File: src/rtl/keycode_conditioner.sv
// Turns raw USB keycodes into a debounced, frame-aligned, auto-repeating motion
// command, a one-shot strike pulse for space, and a synchronized frame tick.
module keycode_conditioner #(
  parameter int unsigned DEBOUNCE     = 16,
  parameter int unsigned REPEAT_DELAY = 15,
  parameter int unsigned REPEAT_RATE  = 4
) (
  input  logic       Clk,
  input  logic       Reset_n,
  input  logic       frame_clk,
  input  logic [7:0] keycode,
  output logic [7:0] keycode_out,
  output logic       strike,
  output logic       frame_tick
);

  localparam logic [15:0] DEB_MAX   = 16'(DEBOUNCE - 1);
  localparam logic [5:0]  DLY_LAST  = 6'(REPEAT_DELAY - 1);
  localparam logic [5:0]  RPT_LAST  = 6'(REPEAT_RATE - 1);
  localparam logic [7:0]  KEY_NONE  = 8'h00;
  localparam logic [7:0]  KEY_A     = 8'h04;
  localparam logic [7:0]  KEY_D     = 8'h07;
  localparam logic [7:0]  KEY_S     = 8'h16;
  localparam logic [7:0]  KEY_W     = 8'h1A;
  localparam logic [7:0]  KEY_SPACE = 8'h2C;

  typedef enum logic [1:0] {
    IDLE   = 2'd0,
    PEND   = 2'd1,
    DELAY  = 2'd2,
    REPEAT = 2'd3
  } state_t;

  function automatic logic [7:0] map_key(input logic [7:0] kc);
    case (kc)
      KEY_A, KEY_D, KEY_S, KEY_W, KEY_SPACE: map_key = kc;
      default:                               map_key = KEY_NONE;
    endcase
  endfunction

  function automatic logic is_motion(input logic [7:0] kc);
    case (kc)
      KEY_A, KEY_D, KEY_S, KEY_W: is_motion = 1'b1;
      default:                    is_motion = 1'b0;
    endcase
  endfunction

  logic        s1_r, s2_r, s3_r;
  logic [7:0]  kc_q_r, prev_r, accepted_r, acc_d_r, key_r;
  logic [15:0] deb_cnt_r, deb_cnt_s;
  logic [5:0]  fcnt_r, fcnt_s;
  logic [7:0]  mapped_s, key_s, kout_s;
  logic        accept_s, change_s, press_motion_s, clear_s;
  state_t      state_r, state_s;

  // Three-flop synchronizer for vsync and registered rising-edge tick
  always_ff @(posedge Clk or negedge Reset_n) begin
    if (!Reset_n) begin
      s1_r       <= 1'b1;
      s2_r       <= 1'b1;
      s3_r       <= 1'b1;
      frame_tick <= 1'b0;
    end else begin
      s1_r       <= frame_clk;
      s2_r       <= s1_r;
      s3_r       <= s2_r;
      frame_tick <= s2_r & ~s3_r;
    end
  end

  assign mapped_s       = map_key(kc_q_r);
  assign change_s       = accept_s && (mapped_s != accepted_r);
  assign press_motion_s = change_s && is_motion(mapped_s);
  assign clear_s        = change_s && !is_motion(mapped_s);

  // Debounce counter next value; a mismatch on the saturating cycle restarts it
  always_comb begin
    deb_cnt_s = 16'd0;
    accept_s  = 1'b0;
    if (mapped_s == prev_r) begin
      if (deb_cnt_r >= DEB_MAX) begin
        deb_cnt_s = DEB_MAX;
      end else begin
        deb_cnt_s = deb_cnt_r + 16'd1;
      end
      accept_s = (deb_cnt_s == DEB_MAX);
    end else begin
      deb_cnt_s = 16'd0;
      accept_s  = 1'b0;
    end
  end

  // Input register, debounce state, accepted key and strike edge detect
  always_ff @(posedge Clk or negedge Reset_n) begin
    if (!Reset_n) begin
      kc_q_r     <= 8'h00;
      prev_r     <= 8'h00;
      deb_cnt_r  <= 16'd0;
      accepted_r <= 8'h00;
      acc_d_r    <= 8'h00;
      strike     <= 1'b0;
    end else begin
      kc_q_r    <= keycode;
      prev_r    <= mapped_s;
      deb_cnt_r <= deb_cnt_s;
      if (accept_s) begin
        accepted_r <= mapped_s;
      end else begin
        accepted_r <= accepted_r;
      end
      acc_d_r <= accepted_r;
      strike  <= (accepted_r == KEY_SPACE) && (acc_d_r != KEY_SPACE);
    end
  end

  // Command FSM: key events win over a coincident tick, which then emits 0x00
  always_comb begin
    state_s = state_r;
    key_s   = key_r;
    fcnt_s  = fcnt_r;
    kout_s  = keycode_out;
    if (press_motion_s) begin
      state_s = PEND;
      key_s   = mapped_s;
      if (frame_tick) begin
        kout_s = KEY_NONE;
      end else begin
        kout_s = keycode_out;
      end
    end else if (clear_s) begin
      state_s = IDLE;
      if (frame_tick) begin
        kout_s = KEY_NONE;
      end else begin
        kout_s = keycode_out;
      end
    end else if (frame_tick) begin
      case (state_r)
        IDLE: begin
          kout_s = KEY_NONE;
        end
        PEND: begin
          kout_s  = key_r;
          fcnt_s  = 6'd0;
          state_s = DELAY;
        end
        DELAY: begin
          if (fcnt_r == DLY_LAST) begin
            kout_s  = key_r;
            fcnt_s  = 6'd0;
            state_s = REPEAT;
          end else begin
            kout_s = KEY_NONE;
            fcnt_s = fcnt_r + 6'd1;
          end
        end
        REPEAT: begin
          if (fcnt_r == RPT_LAST) begin
            kout_s = key_r;
            fcnt_s = 6'd0;
          end else begin
            kout_s = KEY_NONE;
            fcnt_s = fcnt_r + 6'd1;
          end
        end
        default: begin
          state_s = IDLE;
          kout_s  = KEY_NONE;
          fcnt_s  = 6'd0;
        end
      endcase
    end else begin
      state_s = state_r;
    end
  end

  // Command FSM state and registered command output
  always_ff @(posedge Clk or negedge Reset_n) begin
    if (!Reset_n) begin
      state_r     <= IDLE;
      key_r       <= 8'h00;
      fcnt_r      <= 6'd0;
      keycode_out <= 8'h00;
    end else begin
      state_r     <= state_s;
      key_r       <= key_s;
      fcnt_r      <= fcnt_s;
      keycode_out <= kout_s;
    end
  end

endmodule
File: config.mk
export PLATFORM = sky130hd
export DESIGN_NAME = keycode_conditioner
export DESIGN_NICKNAME = d
export VERILOG_FILES = /design/src/rtl/keycode_conditioner.sv
export SDC_FILE = /design/constraint.sdc
export NUM_CORES = 1
export LEC_CHECK = 0
export ABC_AREA = 1
export BUFFER_PORTS_ARGS = -buffer_cell sky130_fd_sc_hd__buf_2
export CORE_UTILIZATION = 45
export CTS_BUF_LIST = sky130_fd_sc_hd__clkbuf_4
export DETAILED_ROUTE_END_ITERATION = 8
export PLACE_DENSITY = 0.62
export RECOVER_POWER = 100
export REMOVE_ABC_BUFFERS = 1
export SYNTH_ARGS = -nofsm -noshare
export SYNTH_HDL_FRONTEND = slang
export SYNTH_SLANG_ARGS = --single-unit
File: constraint.sdc
create_clock -name Clk -period 3.62 [get_ports Clk]
set_input_delay 0.362 -clock Clk [delete_from_list [all_inputs] [get_ports Clk]]
set_output_delay 0.362 -clock Clk [all_outputs]
set_load 0.03 [all_outputs]
==> impl_metrics.csv, run 1 <==
group,metric,value,unit
clock_network,worst_setup_hold_path_clk_slew,120,ps
power_and_ir_drop,power.static_leakage,1.932,nW
synth,post_synth_main_area_contributors,"dfrtp_1 (54%), nand2_1 (11%), inv_1 (4.7%)",
synth,ys_async_sr_fraction,100.0,%
synth,synth_area_leader_cell,"dfrtp_1",
place,placed_cell_area,3636,um2
grt,vias_in_the_first_global_route,2283,
floorplanning,die_y,89.48,um
clock_network,depth_of_the_cts_h_tree,3,
run,drv_cap,1,
power_and_ir_drop,worst_ir_drop_vdd,0.2096,mV
route,wire_per_inst,11.25,um
route,antenna_violating_nets_post_route,0,
worst_setup_path,max_stage_delay,580,ps
worst_setup_path,setup.worst_path.class,"reg -> reg",
timing,final_setup_margin,827.6,ps
power_and_ir_drop,power_density,413.0,nW/um2
synth,netlist.area_leader.share,53.78,%
layout,syn_to_final_growth,8.830,%
grt,global_route.overflow_total,0,
layout,filler_cell_count,687,
route,wirelength,5.816,mm
clock_network,cts.hold.buffers_added,1,
synth,syn_area_per_cell,9.182,um2
status,failing_checks,"capacitance limit, slew limit",
synth,synthesis.yosys.warnings,0,
timing,grt_setup_unrepaired,"no",
grt,grt.total_usage,17.35,%
timing,timing_hold_violations_final,0,
place,gp_congestion,0.8358,
worst_setup_path,critical-path-slowest-cell,"nor2_1",
worst_setup_path,critical_path.startpoint_type,"flip-flop",
layout,multiInputGateArea,1259,um2
clock_network,clk_path_buf_depth,2,
grt,global_route_wire_length_before_repair,10.23,mm
layout,final_area,3747,um2
route,drcViolationCount,0,
timing,max_slew_margin,-23.10,%
timing,period_minus_slack,2792,ps
clock_network,tritoncts,"done",
timing,drv_slew,78,
synth,ys_seq_elements,77,
synth,syn_inst,375,
floorplanning,die-width,89.48,um
timing,worst_slew_pin_slew,1847,ps
route,drt-vias-per-instance,4.671,
timing,fin_crit_sh,77.14,%
grt,grt_start_max_net_pins,78,
clock_network,cells_resized_by_post_cts_repair,0,
clock_network,clock_sinks,77,
place,dp.cells,500,
synth,synth.yosys.seq_area_share,56.07,%
layout,post_route_cells_drive_above_1_share,11.00,%
floorplanning,ios,21,
synth,netlist_area,3443,um2
layout,area_taken_by_flip_flops_and_latches,1931,um2
route,first_pass_iters,4,
clock_network,tritoncts.num_buffers,9,
timing,totalNegativeSetupSlack,0,ps
layout,final_core_util,51.12,%
route,dr_total_vias,2415,
worst_setup_path,largest_fanout_on_the_critical_path,11,
worst_setup_path,critPathCaptureType,"flip-flop",
floorplanning,initial_utilization,46.97,%
grt,grt_antenna_before_repair,0,
floorplanning,std_cell_rows,31,
synth,synth-main-ff-cell,"dfrtp_1",
clock_network,clock_tree.root_cell,"clkbuf_4",
power_and_ir_drop,power.total,1.548,mW
clock_network,insertion_delay,420,ps
worst_setup_path,crit_path_cells,"inv_1, nand2_1, nand2_1, nor2_1, nand3_1, nand2_1, nand4_1, nor2_1, nand4_1, inv_1, nor2_1",
worst_setup_path,critical_path_required,3940,ps
status,status,"finished, violations left",
timing,timing.fmax,358.1,MHz
route,initialDrtViolationCount,137,
timing,finalClockSkew,25.08,ps
place,number_of_buffers_inserted_by_port_buffering,20,
worst_setup_path,worstPathArrival,3110,ps
floorplanning,core_area,7331,um2
synth,synth.lib_cells_used.distinct,34,
timing,fin_hold_ws,43.58,ps
clock_network,postCtsSetupBuffers,0,
timing,report.final.setup_viol,0,
layout,instances_no_fill,517,
place,post_placement_setup_slack,1004,ps
layout,finalNetCount,427,
place,detailedPlacementHpwl,4.086,mm
synth,synth-edff-count,0,
layout,inserted_diodes,0,
hold_path,hold_class,"in -> reg",
floorplanning,die-area,8006,um2
[Yosys cell counts, types with 4 or more instances]
cell type  number
buf_6           6
nor2_4          4
nand3_1        25
o21ai_0         9
nand2_1       100
nand4_1        18
nor3_1          5
nand3_4         4
nor2_1         40
nand2_2         7
inv_1          43
dfrtp_1        74
[registers in the layout, indices dropped and copies added (netlist names), 6 cells and up]
name	flops
acc_d_r	8
accepted_r	8
deb_cnt_r	16
fcnt_r	6
kc_q_r	8
key_r	8
keycode_out	8
prev_r	8
[area by class of cell]
type                       count  share of cell area [%]
timing repair buffer          21                   2.604
inverter                      47                   4.708
sequential                    77                   51.52
clock inverter                 6                   2.270
multi-input combinational    257                   33.59
clock buffer                  10                   2.003
tap                           99                   3.306
[where the power goes]
group / switching [mW] / total, mW / leakage, nW / internal, mW
logic: 0.0557 / 0.0767 / 0.839 / 0.0210
clock network: 0.289 / 0.576 / 0.0844 / 0.287
registers: 0.0144 / 0.895 / 1.01 / 0.881
[worst max-delay path, delay by kind of cell, from the launching register on]
kind	cells	cell delay (ps)
flip-flops	1	530
AND/OR/NAND/NOR	9	1870
buffers and inverters	2	320
[placed cells by master, fill, tap and decap left out, drive strengths merged, types with 3 or more instances in the layout]
master | synthesis | routed
a21oi | 5 | 5
buf | 7 | 9
clkbuf | 0 | 21
clkinv | 1 | 3
conb | 1 | 14
dfrtp | 74 | 74
dfstp | 3 | 3
ha | 3 | 3
inv | 46 | 47
nand2 | 107 | 107
nand3 | 31 | 31
nand4 | 19 | 19
nor2 | 48 | 48
nor3 | 5 | 5
o21ai | 9 | 9
[kinds of logic (layout without fill, tap and decap cells)]
group / Yosys count / after routing / synth area share, %
other: 1 / 14 / 0.1089
adder cells (fa/ha/maj): 3 / 3 / 1.090
buffers and inverters: 54 / 84 / 7.521
AND/OR/NAND/NOR: 216 / 216 / 30.74
AO/OA/AOI/OAI: 20 / 20 / 3.452
flip-flops: 77 / 77 / 56.07
XOR/XNOR: 4 / 4 / 1.018
[routing by layer]
metal  global-route usage [%]  share of wire, %  vias up
met3                    4.247               3.8       12
met1                    24.00                51     1104
met5                        0                 0        -
li1                         -                 -     1257
met4                    8.225               2.2        0
met2                    25.75                43       42
[final timing paths]
check,startpoint,to,slack (ps),cells past startpoint
max in group asynchronous,Reset_n,kc_q_r[5],2080,1
min in group asynchronous,Reset_n,acc_d_r[6],410,1
setup reg to reg,kc_q_r[3],key_r[5],830,11
hold / removal,keycode[7],kc_q_r[7],40,1
hold reg to reg,s1_r,s2_r,370,0
setup / recovery,kc_q_r[3],key_r[5],830,11
(Power assumes the default switching activity.)
==> inputs of run 2 (changes only) <==
--- a/config.mk
+++ b/config.mk
@@ -10,7 +10,7 @@
 export CORE_UTILIZATION = 45
 export CTS_BUF_LIST = sky130_fd_sc_hd__clkbuf_4
 export DETAILED_ROUTE_END_ITERATION = 8
-export PLACE_DENSITY = 0.62
+export PLACE_DENSITY = 0.64
 export RECOVER_POWER = 100
 export REMOVE_ABC_BUFFERS = 1
 export SYNTH_ARGS = -nofsm -noshare
==> constraint.sdc (replaced) <==
create_clock -name Clk -period 2.5 [get_ports Clk]
set_input_delay 0.25 -clock Clk [delete_from_list [all_inputs] [get_ports Clk]]
set_output_delay 0.25 -clock Clk [all_outputs]
set_load 0.03 [all_outputs]
==> impl_metrics.csv, run 2 (synthesized netlist as in run 1, its figures left out) <==
group,metric,value,unit
floorplanning,die_y,89.48,um
worst_setup_path,reg2regPathDepth,14,
worst_setup_path,largest_fanout_on_the_critical_path,16,
hold_path,hold_class,"reg -> reg",
power_and_ir_drop,power_density,562.6,nW/um2
timing,max_slew_margin,-23.71,%
power_and_ir_drop,worst_ir_drop_vdd,0.3032,mV
floorplanning,ios,21,
worst_setup_path,critical_path_required,2830,ps
layout,finalNetCount,438,
clock_network,worst_setup_hold_path_clk_slew,130,ps
clock_network,tritoncts.num_buffers,9,
clock_network,clock_tree.root_cell,"clkbuf_4",
worst_setup_path,critical-path-slowest-cell,"dfrtp_1",
layout,largest-register,"deb_cnt_r",
run,drv_cap,1,
timing,drv_slew,78,
grt,grt_antenna_before_repair,0,
timing,fin_crit_sh,89.41,%
route,drcViolationCount,0,
clock_network,clock_sinks,77,
layout,final_core_util,52.82,%
layout,inserted_diodes,0,
layout,multiInputGateArea,1297,um2
worst_setup_path,logic_depth_of_the_worst_setup_path_including_buffers,14,
layout,filler_cell_count,682,
route,drt-vias-per-instance,4.703,
worst_setup_path,crit_family,"simple AND/OR/NAND/NOR gates",
route,antenna_violating_nets_post_route,0,
grt,grt_start_max_net_pins,78,
layout,post_route_cells_drive_above_1_share,13.29,%
place,dp.cells,502,
clock_network,depth_of_the_cts_h_tree,3,
timing,timing.fmax,447.4,MHz
grt,global_route.overflow_total,0,
worst_setup_path,critical_path.startpoint_type,"flip-flop",
grt,grt.total_usage,17.32,%
layout,area_taken_by_flip_flops_and_latches,1931,um2
floorplanning,std_cell_rows,31,
floorplanning,core_area,7331,um2
layout,max_ffs_per_register,16,
worst_setup_path,worstPathArrival,2570,ps
floorplanning,die-area,8006,um2
place,detailedPlacementHpwl,4.089,mm
route,wirelength,6.040,mm
place,placed_cell_area,3651,um2
timing,finalClockSkew,21.73,ps
timing,final_setup_margin,264.7,ps
timing,timing_hold_violations_final,0,
worst_setup_path,cp_num_buf_inv,2,
worst_setup_path,worst_path_most_repeated_cell,"nand2_1",
grt,global_route_wire_length_before_repair,10.30,mm
layout,instances_no_fill,528,
layout,syn_to_final_growth,12.46,%
layout,leading_cell_types_in_the_layout_fill_and_taps_excluded,"nand2_1 (100), dfrtp_1 (74), inv_1 (44), nor2_1 (40), nand3_1 (26)",
worst_setup_path,setup.worst_path.class,"reg -> reg",
layout,layout_commonest_cell,"nand2_1",
worst_setup_path,max_stage_delay,540,ps
floorplanning,die-width,89.48,um
route,initialDrtViolationCount,155,
layout,final_area,3872,um2
place,number_of_buffers_inserted_by_port_buffering,20,
route,wire_per_inst,11.44,um
worst_setup_path,critPathCaptureType,"flip-flop",
timing,report.final.setup_viol,0,
grt,vias_in_the_first_global_route,2348,
hold_path,hold_depth,0,
timing,period_minus_slack,2235,ps
worst_setup_path,setup_slack_on_the_worst_flop_to_flop_path,260,ps
worst_setup_path,crit_path_cells,"inv_1, nand2_1, nand2_1, nor2_1, buf_4, nand3_1, nand2_1, nand2_1, nor2_4, nand3_4, nand3_4, nand2_2, nand2_1, nand2_1",
status,status,"finished, violations left",
status,failing_checks,"capacitance limit, slew limit",
timing,worst_slew_pin_slew,1856,ps
clock_network,clk_path_buf_depth,2,
route,first_pass_iters,4,
timing,totalNegativeSetupSlack,0,ps
floorplanning,initial_utilization,46.97,%
place,gp_congestion,0.8448,
clock_network,tritoncts,"done",
place,post_placement_setup_slack,155.9,ps
power_and_ir_drop,power.static_leakage,1.976,nW
clock_network,insertion_delay,430,ps
route,dr_total_vias,2483,
run 2: what timing repair did:
action,CTS,global route
setup buffers,0,0
resized for setup,0,1
endpoints found under the hold margin,61,0
endpoints found under the setup margin,0,28
hold buffers,10,0
run 2: layout make-up:
class,instances,area share (%)
clock inverter,7,1.906
multi-input combinational,257,33.51
tap,99,3.199
timing repair buffer,32,5.234
sequential,77,49.85
inverter,47,4.556
clock buffer,9,1.745
run 2: power breakdown:
| group | internal (mW) | switching [mW] |
|---|---|---|
| registers | 1.28 | 0.0219 |
| clock network | 0.308 | 0.443 |
| logic | 0.0441 | 0.0860 |
run 2: metal layers:
metal | routed length, um | track usage [%]
met1 | 2872 | 22.66
met2 | 2825 | 26.79
met3 | 234 | 5.263
met4 | 107 | 7.504
met5 | 0 | 0
run 2: worst paths after layout:
kind	from	to
min reg2reg	s1_r	s2_r
max reg2reg	kc_q_r[3]	fcnt_r[4]
max	kc_q_r[3]	fcnt_r[4]
max in group asynchronous	Reset_n	key_r[7]
min	s1_r	s2_r
min in group asynchronous	Reset_n	strike
run 2: through the flow:
| stage | hold slack, ps | power (mW) |
|---|---|---|
| 6_report | 367.6 | 2.179 |
| 4_1_cts | 371.1 | 2.216 |
| 3_3_place_gp | 346.5 | 1.438 |
| 2_1_floorplan | -45.59 | 1.387 |
| 5_1_grt | 372.1 | 2.283 |
| 3_5_place_dp | 352.0 | 1.443 |
